**src/rtl/dbg_regscan_sched.sv**
```systemverilog
// Copies the register file into a double-buffered shadow RAM once per frame, then swaps banks.
// Optional: DBG_REGSCAN_X0_CONST_EN writes index 0 as constant zero and skips its port read.
module dbg_regscan_sched #(
  parameter int NUM_REGS    = 32,
  parameter int ADDR_W      = 5,
  parameter int DATA_W      = 32,
  parameter int READ_LAT    = 1,
  parameter int GNT_TIMEOUT = 255
) (
  input  logic              clock,
  input  logic              rst,
  input  logic              frame_start,
  input  logic              freeze,
  output logic              dbg_req,
  input  logic              dbg_gnt,
  output logic [ADDR_W-1:0] dbg_addr,
  input  logic [DATA_W-1:0] dbg_rdata,
  output logic              shadow_we,
  output logic [ADDR_W:0]   shadow_waddr,
  output logic [DATA_W-1:0] shadow_wdata,
  output logic              disp_bank,
  output logic              scan_busy,
  output logic              scan_done,
  output logic              overrun,
  output logic              timeout
);

  localparam int WAIT_W  = $clog2(GNT_TIMEOUT + 1);
  localparam int DRAIN_W = $clog2(READ_LAT + 1);
  localparam logic [ADDR_W:0] LAST_IDX = (ADDR_W+1)'(NUM_REGS - 1);

  typedef enum logic [2:0] {IDLE, REQ, READ, DRAIN, SWAP} state_t;

  state_t                             state_reg, state_next;
  logic [WAIT_W-1:0]                  wait_cnt_reg, wait_cnt_next;
  logic [ADDR_W:0]                    addr_reg, addr_next;
  logic [DRAIN_W-1:0]                 drain_cnt_reg, drain_cnt_next;
  logic                               disp_bank_reg, overrun_reg, timeout_reg;
  logic [READ_LAT-1:0]                pipe_valid_reg, pipe_valid_next;
  logic [READ_LAT-1:0][ADDR_W-1:0]    pipe_idx_reg, pipe_idx_next;
  logic                               issue, timeout_set, swap, x0_we, pipe_out_valid;
  logic [ADDR_W:0]                    first_idx;

`ifdef DBG_REGSCAN_X0_CONST_EN
  logic first_rd_reg;

  // Index 0 is written as zero during the first READ cycle, without touching the port.
  always_ff @(posedge clock or posedge rst) begin
    if (rst) first_rd_reg <= 1'b0;
    else     first_rd_reg <= (state_reg == REQ) && (state_next == READ);
  end

  assign x0_we     = first_rd_reg;
  assign first_idx = (ADDR_W+1)'(1);
`else
  assign x0_we     = 1'b0;
  assign first_idx = '0;
`endif

  // Tag pipeline: marks which index the read data belongs to when it arrives.
  genvar gi;
  generate
    for (gi = 0; gi < READ_LAT; gi++) begin : g_pipe
      if (gi == 0) begin : g_head
        assign pipe_valid_next[gi] = issue;
        assign pipe_idx_next[gi]   = addr_reg[ADDR_W-1:0];
      end else begin : g_tail
        assign pipe_valid_next[gi] = pipe_valid_reg[gi-1];
        assign pipe_idx_next[gi]   = pipe_idx_reg[gi-1];
      end
    end
  endgenerate

  always_comb begin
    state_next     = state_reg;
    wait_cnt_next  = wait_cnt_reg;
    addr_next      = addr_reg;
    drain_cnt_next = drain_cnt_reg;
    dbg_req        = 1'b0;
    issue          = 1'b0;
    timeout_set    = 1'b0;
    swap           = 1'b0;
    case (state_reg)
      IDLE: begin
        if (frame_start && !freeze) begin
          state_next    = REQ;
          wait_cnt_next = '0;
        end
      end
      REQ: begin
        dbg_req = 1'b1;
        if (dbg_gnt) begin
          state_next = READ;
          addr_next  = first_idx;
        end else if (wait_cnt_reg == WAIT_W'(GNT_TIMEOUT - 1)) begin
          state_next  = IDLE;
          timeout_set = 1'b1;
        end else begin
          wait_cnt_next = wait_cnt_reg + 1'b1;
        end
      end
      READ: begin
        dbg_req = 1'b1;
        if (dbg_gnt) begin
          issue     = 1'b1;
          addr_next = addr_reg + 1'b1;
          if (addr_reg == LAST_IDX) begin
            state_next     = DRAIN;
            drain_cnt_next = '0;
          end
        end
      end
      DRAIN: begin
        // Swap only once the last tag has left the pipeline.
        if (drain_cnt_reg == DRAIN_W'(READ_LAT) && pipe_valid_reg == '0) begin
          state_next = SWAP;
          swap       = 1'b1;
        end else if (drain_cnt_reg != DRAIN_W'(READ_LAT)) begin
          drain_cnt_next = drain_cnt_reg + 1'b1;
        end
      end
      SWAP:    state_next = IDLE;
      default: state_next = IDLE;
    endcase
  end

  always_ff @(posedge clock or posedge rst) begin
    if (rst) begin
      state_reg      <= IDLE;
      wait_cnt_reg   <= '0;
      addr_reg       <= '0;
      drain_cnt_reg  <= '0;
      disp_bank_reg  <= 1'b0;
      overrun_reg    <= 1'b0;
      timeout_reg    <= 1'b0;
      pipe_valid_reg <= '0;
      pipe_idx_reg   <= '0;
    end else begin
      state_reg      <= state_next;
      wait_cnt_reg   <= wait_cnt_next;
      addr_reg       <= addr_next;
      drain_cnt_reg  <= drain_cnt_next;
      pipe_valid_reg <= pipe_valid_next;
      pipe_idx_reg   <= pipe_idx_next;
      if (swap)
        disp_bank_reg <= ~disp_bank_reg;
      if (frame_start && state_reg != IDLE)
        overrun_reg <= 1'b1;
      if (timeout_set)
        timeout_reg <= 1'b1;
    end
  end

  assign pipe_out_valid = pipe_valid_reg[READ_LAT-1];
  assign dbg_addr       = addr_reg[ADDR_W-1:0];
  assign shadow_we      = pipe_out_valid | x0_we;
  assign shadow_waddr   = pipe_out_valid ? {~disp_bank_reg, pipe_idx_reg[READ_LAT-1]} :
                          x0_we          ? {~disp_bank_reg, {ADDR_W{1'b0}}} : '0;
  assign shadow_wdata   = pipe_out_valid ? dbg_rdata : '0;
  assign disp_bank      = disp_bank_reg;
  assign scan_busy      = (state_reg != IDLE);
  assign scan_done      = (state_reg == SWAP);
  assign overrun        = overrun_reg;
  assign timeout        = timeout_reg;

endmodule

```
**config.mk**
```make
export PLATFORM = sky130hd
export DESIGN_NAME = dbg_regscan_sched
export DESIGN_NICKNAME = d
export VERILOG_FILES = /design/src/rtl/dbg_regscan_sched.sv
export SDC_FILE = /design/constraint.sdc
export NUM_CORES = 1
export LEC_CHECK = 0
export BUFFER_PORTS_ARGS = -buffer_cell sky130_fd_sc_hd__clkbuf_2
export CORE_MARGIN = 5
export CORE_UTILIZATION = 40
export DETAILED_ROUTE_END_ITERATION = 12
export HOLD_SLACK_MARGIN = 0.12
export PLACE_DENSITY_LB_ADDON = 0.12
export SLEW_MARGIN = 25
export SYNTH_ARGS = -nofsm -noshare
export SYNTH_HDL_FRONTEND = slang
export SYNTH_SLANG_ARGS = --single-unit
```
**constraint.sdc**
```tcl
create_clock -name clock -period 4.3 [get_ports clock]
set_input_delay 0.86 -clock clock [delete_from_list [all_inputs] [get_ports clock]]
set_output_delay 0.86 -clock clock [all_outputs]
set_load 0.01 [all_outputs]
```
; Word-level counts from Yosys, hierarchy flattened
; Cells that the tools add are included.
[op_classes]
addsub = 3
n_eq_ne = 15
mux = 29
n_bitwise = 2
reduce_logical = 14
[ops]
columns = op, n
row1 = 32-bit two-way mux, 1
row2 = 8-bit two-way mux, 3
row3 = 3-bit two-way mux, 6
row4 = 6-bit two-way mux, 3
row5 = "2-bit != test, second input constant", 8
row6 = 8-bit case mux with 2 select lines, 1
row7 = 1-bit two-way mux, 12
row8 = 3-bit case mux with 4 select lines, 1
row9 = 6-bit case mux with 2 select lines, 1
row10 = "8-bit by 1-bit adder with 8-bit output, second input constant", 1
row11 = "8-bit == test, second input constant", 1
row12 = 4-bit AND reduction, 2
row13 = "6-bit by 1-bit adder with 6-bit output, second input constant", 1
row14 = "3-bit by 2-bit == test with 1-bit output, second input constant", 2
row15 = "6-bit by 5-bit == test with 1-bit output, second input constant", 1
row16 = 2-bit nonzero test, 3
row17 = 5-bit AND reduction, 1
row18 = "3-bit by 1-bit == test with 1-bit output, second input constant", 1
row19 = "3-bit == test, second input constant", 1
row20 = 1-bit logical AND, 3
row21 = 3-bit logical NOT, 1
row22 = "3-bit != test, second input constant", 1
row23 = 3-bit AND reduction, 1
row24 = 3-bit nonzero test, 1
row25 = 5 further kinds, 6
[word_totals]
register_bits = 27
in_bits = 37
output_inout_bits = 50
word_cells = 72

; Depth between registers and ports, before layout
; Gate-level depths: netlist (run 1).
[depth]
depth_word = 4
ltp_mapped = 6
depth_no_buf = 6

; Worst setup path before layout (run 1)
; OpenSTA, ideal clock, no wires.
[synth_path]
path_type = input to register
startpoint = input port dbg_gnt
endpoint = register wait_cnt_reg[1]
setup_time_ps = 128
arrival_time_ps = 1798
t_required_ps = 4172
slack_ps = 2374
cell_stages = 4
n_path_buf = 0
cell_sequence = nor4b_2 o21ai_2 o21ai_2 mux2_1
[synth_via]
elab_chain_len = 2
[synth_lines]
columns = element, line
row1 = start: declaration, 15  ; input logic dbg_gnt,
row2 = 2-bit != test (no line), n/a
row3 = 4-bit AND reduction (no line), n/a
row4 = end signal: assignment, 140  ; wait_cnt_reg <= wait_cnt_next;
row5 = end: declaration, 35  ; logic [WAIT_W-1:0] wait_cnt_reg, wait_cnt_next;
; No other way between the ends.
; A chain may end at the register's enable or synchronous reset.

; Worst setup path after layout (run 1)
[layout_path]
startpoint = register pipe_valid_reg, in the netlist shadow_we
endpoint = output port shadow_wdata[6]
[layout_via]
elab_chain_len = 1
[layout_lines]
columns = element, line
row1 = start: declaration, 39  ; logic [READ_LAT-1:0] pipe_valid_reg, pipe_valid_next;
row2 = start signal: assignment, 143  ; pipe_valid_reg <= pipe_valid_next;
row3 = 32-bit two-way mux, 159  ; assign shadow_wdata = pipe_out_valid ? dbg_rdata : '0;
row4 = end: declaration, 20  ; output logic [DATA_W-1:0] shadow_wdata,
; No other way between the ends.

==> flow_metrics.py, run 1 <==
metrics = {
    "outcome": {
        "status": "complete, no violations",
    },
    "critical_path": {
        "critPathCapture": "shadow_wdata[6]",
        "rr_worst_depth": 4,
        "crit_required_ns": 3.44,
        "critical_path_class": "flip-flop to primary output",
        "regToRegSetupSlack_ns": 2.49,
        "end_kind": "primary output",
        "critPathMaxFanout": 40,
        "regToRegEndpoint": "wait_cnt_reg[1]",
        "r2r_start": "state_reg[1]",
        "arrival_ns": 1.51,
        "critPathLaunchType": "flip-flop",
        "worstSetupStartpoint": "shadow_we",
    },
    "clocking": {
        "cts.hold.buffers_added": 0,
        "cts_tree": "yes",
        "cts.clk_slew.worst_paths_ns": 0.09,
        "cts_setup_buffers": 0,
        "cts_root_buffer": "clkbuf_8",
        "htreeDepth": 1,
        "cts.path.max_buffers": 2,
        "cts_resized": 0,
        "cts_sinks": 27,
        "clock_latency_ns": 0.26,
        "cts_made_buffers": 3,
    },
    "global_route": {
        "antenna_found_initial": 0,
        "grt_pass1_vias": 1373,
        "grt_pass1_wl_um": 6290,
        "globalRouteOverflowTotal": 0,
        "groute.usage.overall_pct": 14.4,
        "grt_max_degree": 41,
    },
    "finish": {
        "largest_reg_flops": 8,
        "drive_gt1_share_pct": 39.4,
        "fin_nets": 287,
        "fillerInstances": 355,
        "antennaDiodeCount": 0,
        "area_growth_pct": 29.0,
    },
    "floorplan": {
        "pin_count": 87,
        "core_um2": 3740,
        "dieArea_um2": 5290,
        "rows": 22,
        "die_x_um": 72.7,
        "dieHeight_um": 72.7,
        "start_util_pct": 42.0,
    },
    "timing": {
        "fmax_mhz": 421,
        "worst-slew-pin-transition_ns": 0.804,
        "rsz0062_at_grt": "false",
        "maxSlewHeadroom_pct": 46.4,
        "min_period_ns": 2.37,
        "fin_crit_sh_pct": 55.2,
        "tns_ns": 0,
        "slew_violations": 0,
        "setup_viol": 0,
        "skew_ns": 0.00524,
        "hold_viol_final": 0,
    },
    "yosys": {
        "ys_ff_latch": 27,
        "synth_fp_nets": 210,
        "avgSynthCellArea_um2": 9.26,
        "synth_flop_cell": "dfrtp_1",
        "synthCells": 170,
        "synth_top_area_share_pct": 42.9,
        "netlist_top_cells_area": "dfrtp_1, and2_1, nand3_1, buf_4, a21oi_1",
        "ys.warnings.count": 0,
        "synth-seq-area-share_pct": 42.9,
        "ys_types": 41,
        "synth_edf_count": 0,
        "synth_area_um2": 1570,
        "synth-async-reset-ratio_pct": 100,
        "yosysTopAreaCell": "dfrtp_1",
    },
    "route": {
        "drt_iter0_markers": 33,
        "ant_nets": 0,
        "drcViolationCount": 0,
        "avgRoutedWirePerCell_um": 13.7,
        "routed_via_density": 5.13,
        "wl_um": 4040,
        "dr.pass1.iters": 5,
        "vias": 1508,
    },
    "power_and_ir_drop": {
        "peakVddDrop_mv": 0.269,
        "power.total_mw": 0.905,
        "p_per_area_nw_per_um2": 446,
        "total_leakage_power_nw": 1.08,
    },
    "placement": {
        "dpl.hpwl_um": 3250,
        "io_buffers": 86,
        "place_congestion": 0.799,
    },
    "min_path": {
        "hp-class": "flip-flop to flip-flop",
        "min_from": "addr_reg[4]",
    },
    "flow_run": {
        "cap_violations": 0,
    },
}
## cell usage after synthesis (2+ instances only)
library cell  count
o21ai_0           7
buf_2             3
xor2_1            2
a41oi_1           3
buf_4             6
nand2_1           5
a31oi_1           5
nand4_1           2
nand2b_1          4
clkbuf_1          5
dfrtp_1          27
inv_2             2
ha_1              3
a21o_1            3
o21ai_2           2
nor2_1            6
and2_1           38
nor3_1            2
inv_1             4
a21oi_1           8
o21a_1            2
and3_1            2
nand3_1          11
## through the flow
step	instance area [um^2]	hold slack [ns]	cells	util, %	worst slack [ns]
after global routing	2030	0.484	294	54.2	1.73
after detailed placement	1990	0.438	290	53.0	2.03
after floorplan	1570	0.412	170	-	2.37
after global placement	1990	0.443	290	53.0	2.08
after CTS	2030	0.458	294	54.2	1.87
final	2030	0.455	294	54.2	1.93
## area by class of cell
class | count | area, um^2 | area share [%]
clock buffers | 4 | 45.0 | 2.22
inverters | 6 | 22.5 | 1.11
multi-input cells | 123 | 797 | 39.2
flip-flops and latches | 27 | 676 | 33.3
well taps | 48 | 60.1 | 2.96
repair buffers | 86 | 430 | 21.2
## per-layer routing
| layer | share of wire (%) | track usage (%) |
|---|---|---|
| met5 | 0 | 0 |
| met1 | 42 | 18.8 |
| met4 | 0.47 | 3.07 |
| met2 | 45 | 24.6 |
| met3 | 13 | 3.03 |
## critical path, stage by stage, from the launching register on
cell,delay (ns)
dfrtp_1,0.87
and2_1,0.23
clkbuf_2,0.14
## kinds of logic (layout without fill, tap and decap cells)
group	after synthesis	after routing	share of synthesized area, %
simple gates	79	79	30.4
compound gates	36	36	14.8
flops	27	27	42.9
buf+inv	20	96	6.44
fa+ha+maj	3	3	2.38
xor+xnor	3	3	1.67
mux	2	2	1.35
## cell usage in the layout (no fill, tap or decap), types with 2 or more instances in the layout
cell type	instances
clkbuf_2	86
and2_1	38
dfrtp_1	27
nand3_1	11
a21oi_1	8
o21ai_0	7
nor2_1	6
nand2_1	5
a31oi_1	5
nand2b_1	4
inv_1	3
inv_2	3
a21o_1	3
a41oi_1	3
ha_1	3
clkbuf_8	3
nand4_1	2
o21ai_2	2
o21a_1	2
and3_1	2
nor3_1	2
xor2_1	2
## where the power goes
group / leakage [nW] / switching (mW) / internal [mW] / total [mW]
registers: 0.352 / 0.0976 / 0.309 / 0.407
logic: 0.707 / 0.201 / 0.156 / 0.357
clock network: 0.0228 / 0.0755 / 0.0662 / 0.142
## how the worst min path moves through the flow
stage,to,cells past startpoint
4_1_cts,pipe_idx_reg[4],0
6_report,pipe_idx_reg[4],0
3_3_place_gp,overrun,1
2_1_floorplan,pipe_idx_reg[4],0
5_1_grt,pipe_idx_reg[4],0
3_5_place_dp,pipe_idx_reg[4],0
Power figures use the tool's default switching activity.
==> run 2: changes to the inputs <==
==> constraint.sdc (replaced) <==
create_clock -name clock -period 2.4 [get_ports clock]
set_input_delay 0.48 -clock clock [delete_from_list [all_inputs] [get_ports clock]]
set_output_delay 0.48 -clock clock [all_outputs]
set_load 0.01 [all_outputs]
==> flow_metrics.py, run 2 (synthesized netlist as in run 1, its figures left out) <==
metrics = {
    "power_and_ir_drop": {
        "total_leakage_power_nw": 1.09,
        "peakVddDrop_mv": 0.424,
        "p_per_area_nw_per_um2": 788,
    },
    "clocking": {
        "cts_root_buffer": "clkbuf_8",
        "cts_sinks": 27,
        "cts_made_buffers": 3,
        "cts.hold.buffers_added": 0,
        "cts.clk_slew.worst_paths_ns": 0.09,
        "cts_resized": 0,
        "cts.path.max_buffers": 2,
        "clock_latency_ns": 0.26,
        "cts_tree": "yes",
        "cts_setup_buffers": 0,
        "htreeDepth": 1,
    },
    "floorplan": {
        "dieHeight_um": 72.7,
        "dieArea_um2": 5290,
        "rows": 22,
        "pin_count": 87,
        "core_um2": 3740,
        "start_util_pct": 42.0,
        "die_x_um": 72.7,
    },
    "timing": {
        "rsz0062_at_grt": "false",
        "worst-slew-pin-transition_ns": 0.461,
        "setup_slack_ns": 0.600,
        "setup_viol": 0,
        "tns_ns": 0,
        "slew_violations": 0,
        "fmax_mhz": 556,
        "skew_ns": 0.00238,
        "min_period_ns": 1.80,
        "maxSlewHeadroom_pct": 69.1,
        "hold_viol_final": 0,
        "fin_crit_sh_pct": 75.0,
    },
    "placement": {
        "place_ws_ns": 0.510,
        "dpl.hpwl_um": 3280,
        "place_congestion": 0.843,
        "io_buffers": 86,
        "place_inst": 292,
    },
    "route": {
        "routed_via_density": 4.98,
        "drt_iter0_markers": 35,
        "dr.pass1.iters": 4,
        "vias": 1473,
        "wl_um": 4050,
        "drcViolationCount": 0,
        "ant_nets": 0,
        "avgRoutedWirePerCell_um": 13.7,
    },
    "critical_path": {
        "crit_chain": "nor4b_2 -> o21ai_2 -> o21ai_2 -> mux2_1",
        "cp_common_cell": "o21ai_2",
        "end_kind": "flip-flop",
        "critical_path_class": "flip-flop to flip-flop",
        "critPathLaunchType": "flip-flop",
        "crit_required_ns": 2.55,
        "worst-path-buf-inv": 0,
        "critPathMaxFanout": 12,
        "critPathSlowestCell": "dfrtp_1",
        "arrival_ns": 1.95,
        "crit_family": "flip-flops",
        "cp_slowest_stage_delay_ns": 0.52,
    },
    "flow_run": {
        "cap_violations": 0,
    },
    "global_route": {
        "grt_pass1_vias": 1343,
        "use_met2_pct": 24.8,
        "groute.usage.overall_pct": 14.4,
        "use_met3_pct": 3.17,
        "globalRouteOverflowTotal": 0,
        "antenna_found_initial": 0,
        "use_met1_pct": 18.1,
        "grt_most_used_layer": "met2",
        "grt_pass1_wl_um": 6210,
        "grt_max_degree": 41,
    },
    "finish": {
        "antennaDiodeCount": 0,
        "fin_nets": 289,
        "area_growth_pct": 30.0,
        "drive_gt1_share_pct": 39.5,
        "mostFrequentLayoutCell": "clkbuf_2",
        "largest_reg_flops": 8,
        "final_cell_mix": "clkbuf_2, and2_1, dfrtp_1",
        "final_cells": 296,
    },
    "outcome": {
        "status": "complete, no violations",
    },
    "min_path": {
        "hp-class": "input port to async pin",
    },
}
## run 2: worst min-delay path: stages
cell,delay [ns]
clkbuf_2,0.08
inv_1,0.04
buf_4,0.31
## run 2: metal layers
metal | vias up | routed length, um
met1 | 658 | 1740
met2 | 67 | 1820
li1 | 746 | -
met3 | 2 | 473
met4 | 0 | 17
met5 | - | 0
## run 2: final cells by class
| class | instances | area [um^2] |
|---|---|---|
| inverter | 6 | 22.5 |
| clock buffer | 4 | 45.0 |
| fill | 355 | 1700 |
| tap | 48 | 60.1 |
| timing repair buffer | 88 | 445 |
| multi-input combinational | 123 | 797 |
| sequential | 27 | 676 |
## run 2: final timing paths
path                                    to  slack (ns)         start  cells after the start
max                        wait_cnt_reg[1]        0.60  state_reg[1]                      4
min                        wait_cnt_reg[3]        0.23           rst                      3
max reg2reg                wait_cnt_reg[1]        0.60  state_reg[1]                      4
min reg2reg                pipe_idx_reg[4]        0.46   addr_reg[4]                      0
max in group asynchronous      addr_reg[2]        1.91           rst                      3
min in group clock                 overrun        0.44   frame_start                      2
## run 2: power by group
part | internal, mW | switching (mW) | total (mW)
Combinational | 0.284 | 0.379 | 0.662
Clock | 0.119 | 0.129 | 0.248
Sequential | 0.554 | 0.147 | 0.701
Total | 0.956 | 0.655 | 1.61
## run 2: metrics by stage
stage	util, %	hold WS, ns	cell area [um^2]	power, mW
global placement	53.4	0.438	2000	1.38
floorplan	-	0.412	1570	1.17
detailed placement	53.4	0.442	2000	1.39
global route	54.6	0.282	2050	1.74
CTS	54.6	0.249	2050	1.64
finish	54.6	0.235	2050	1.61
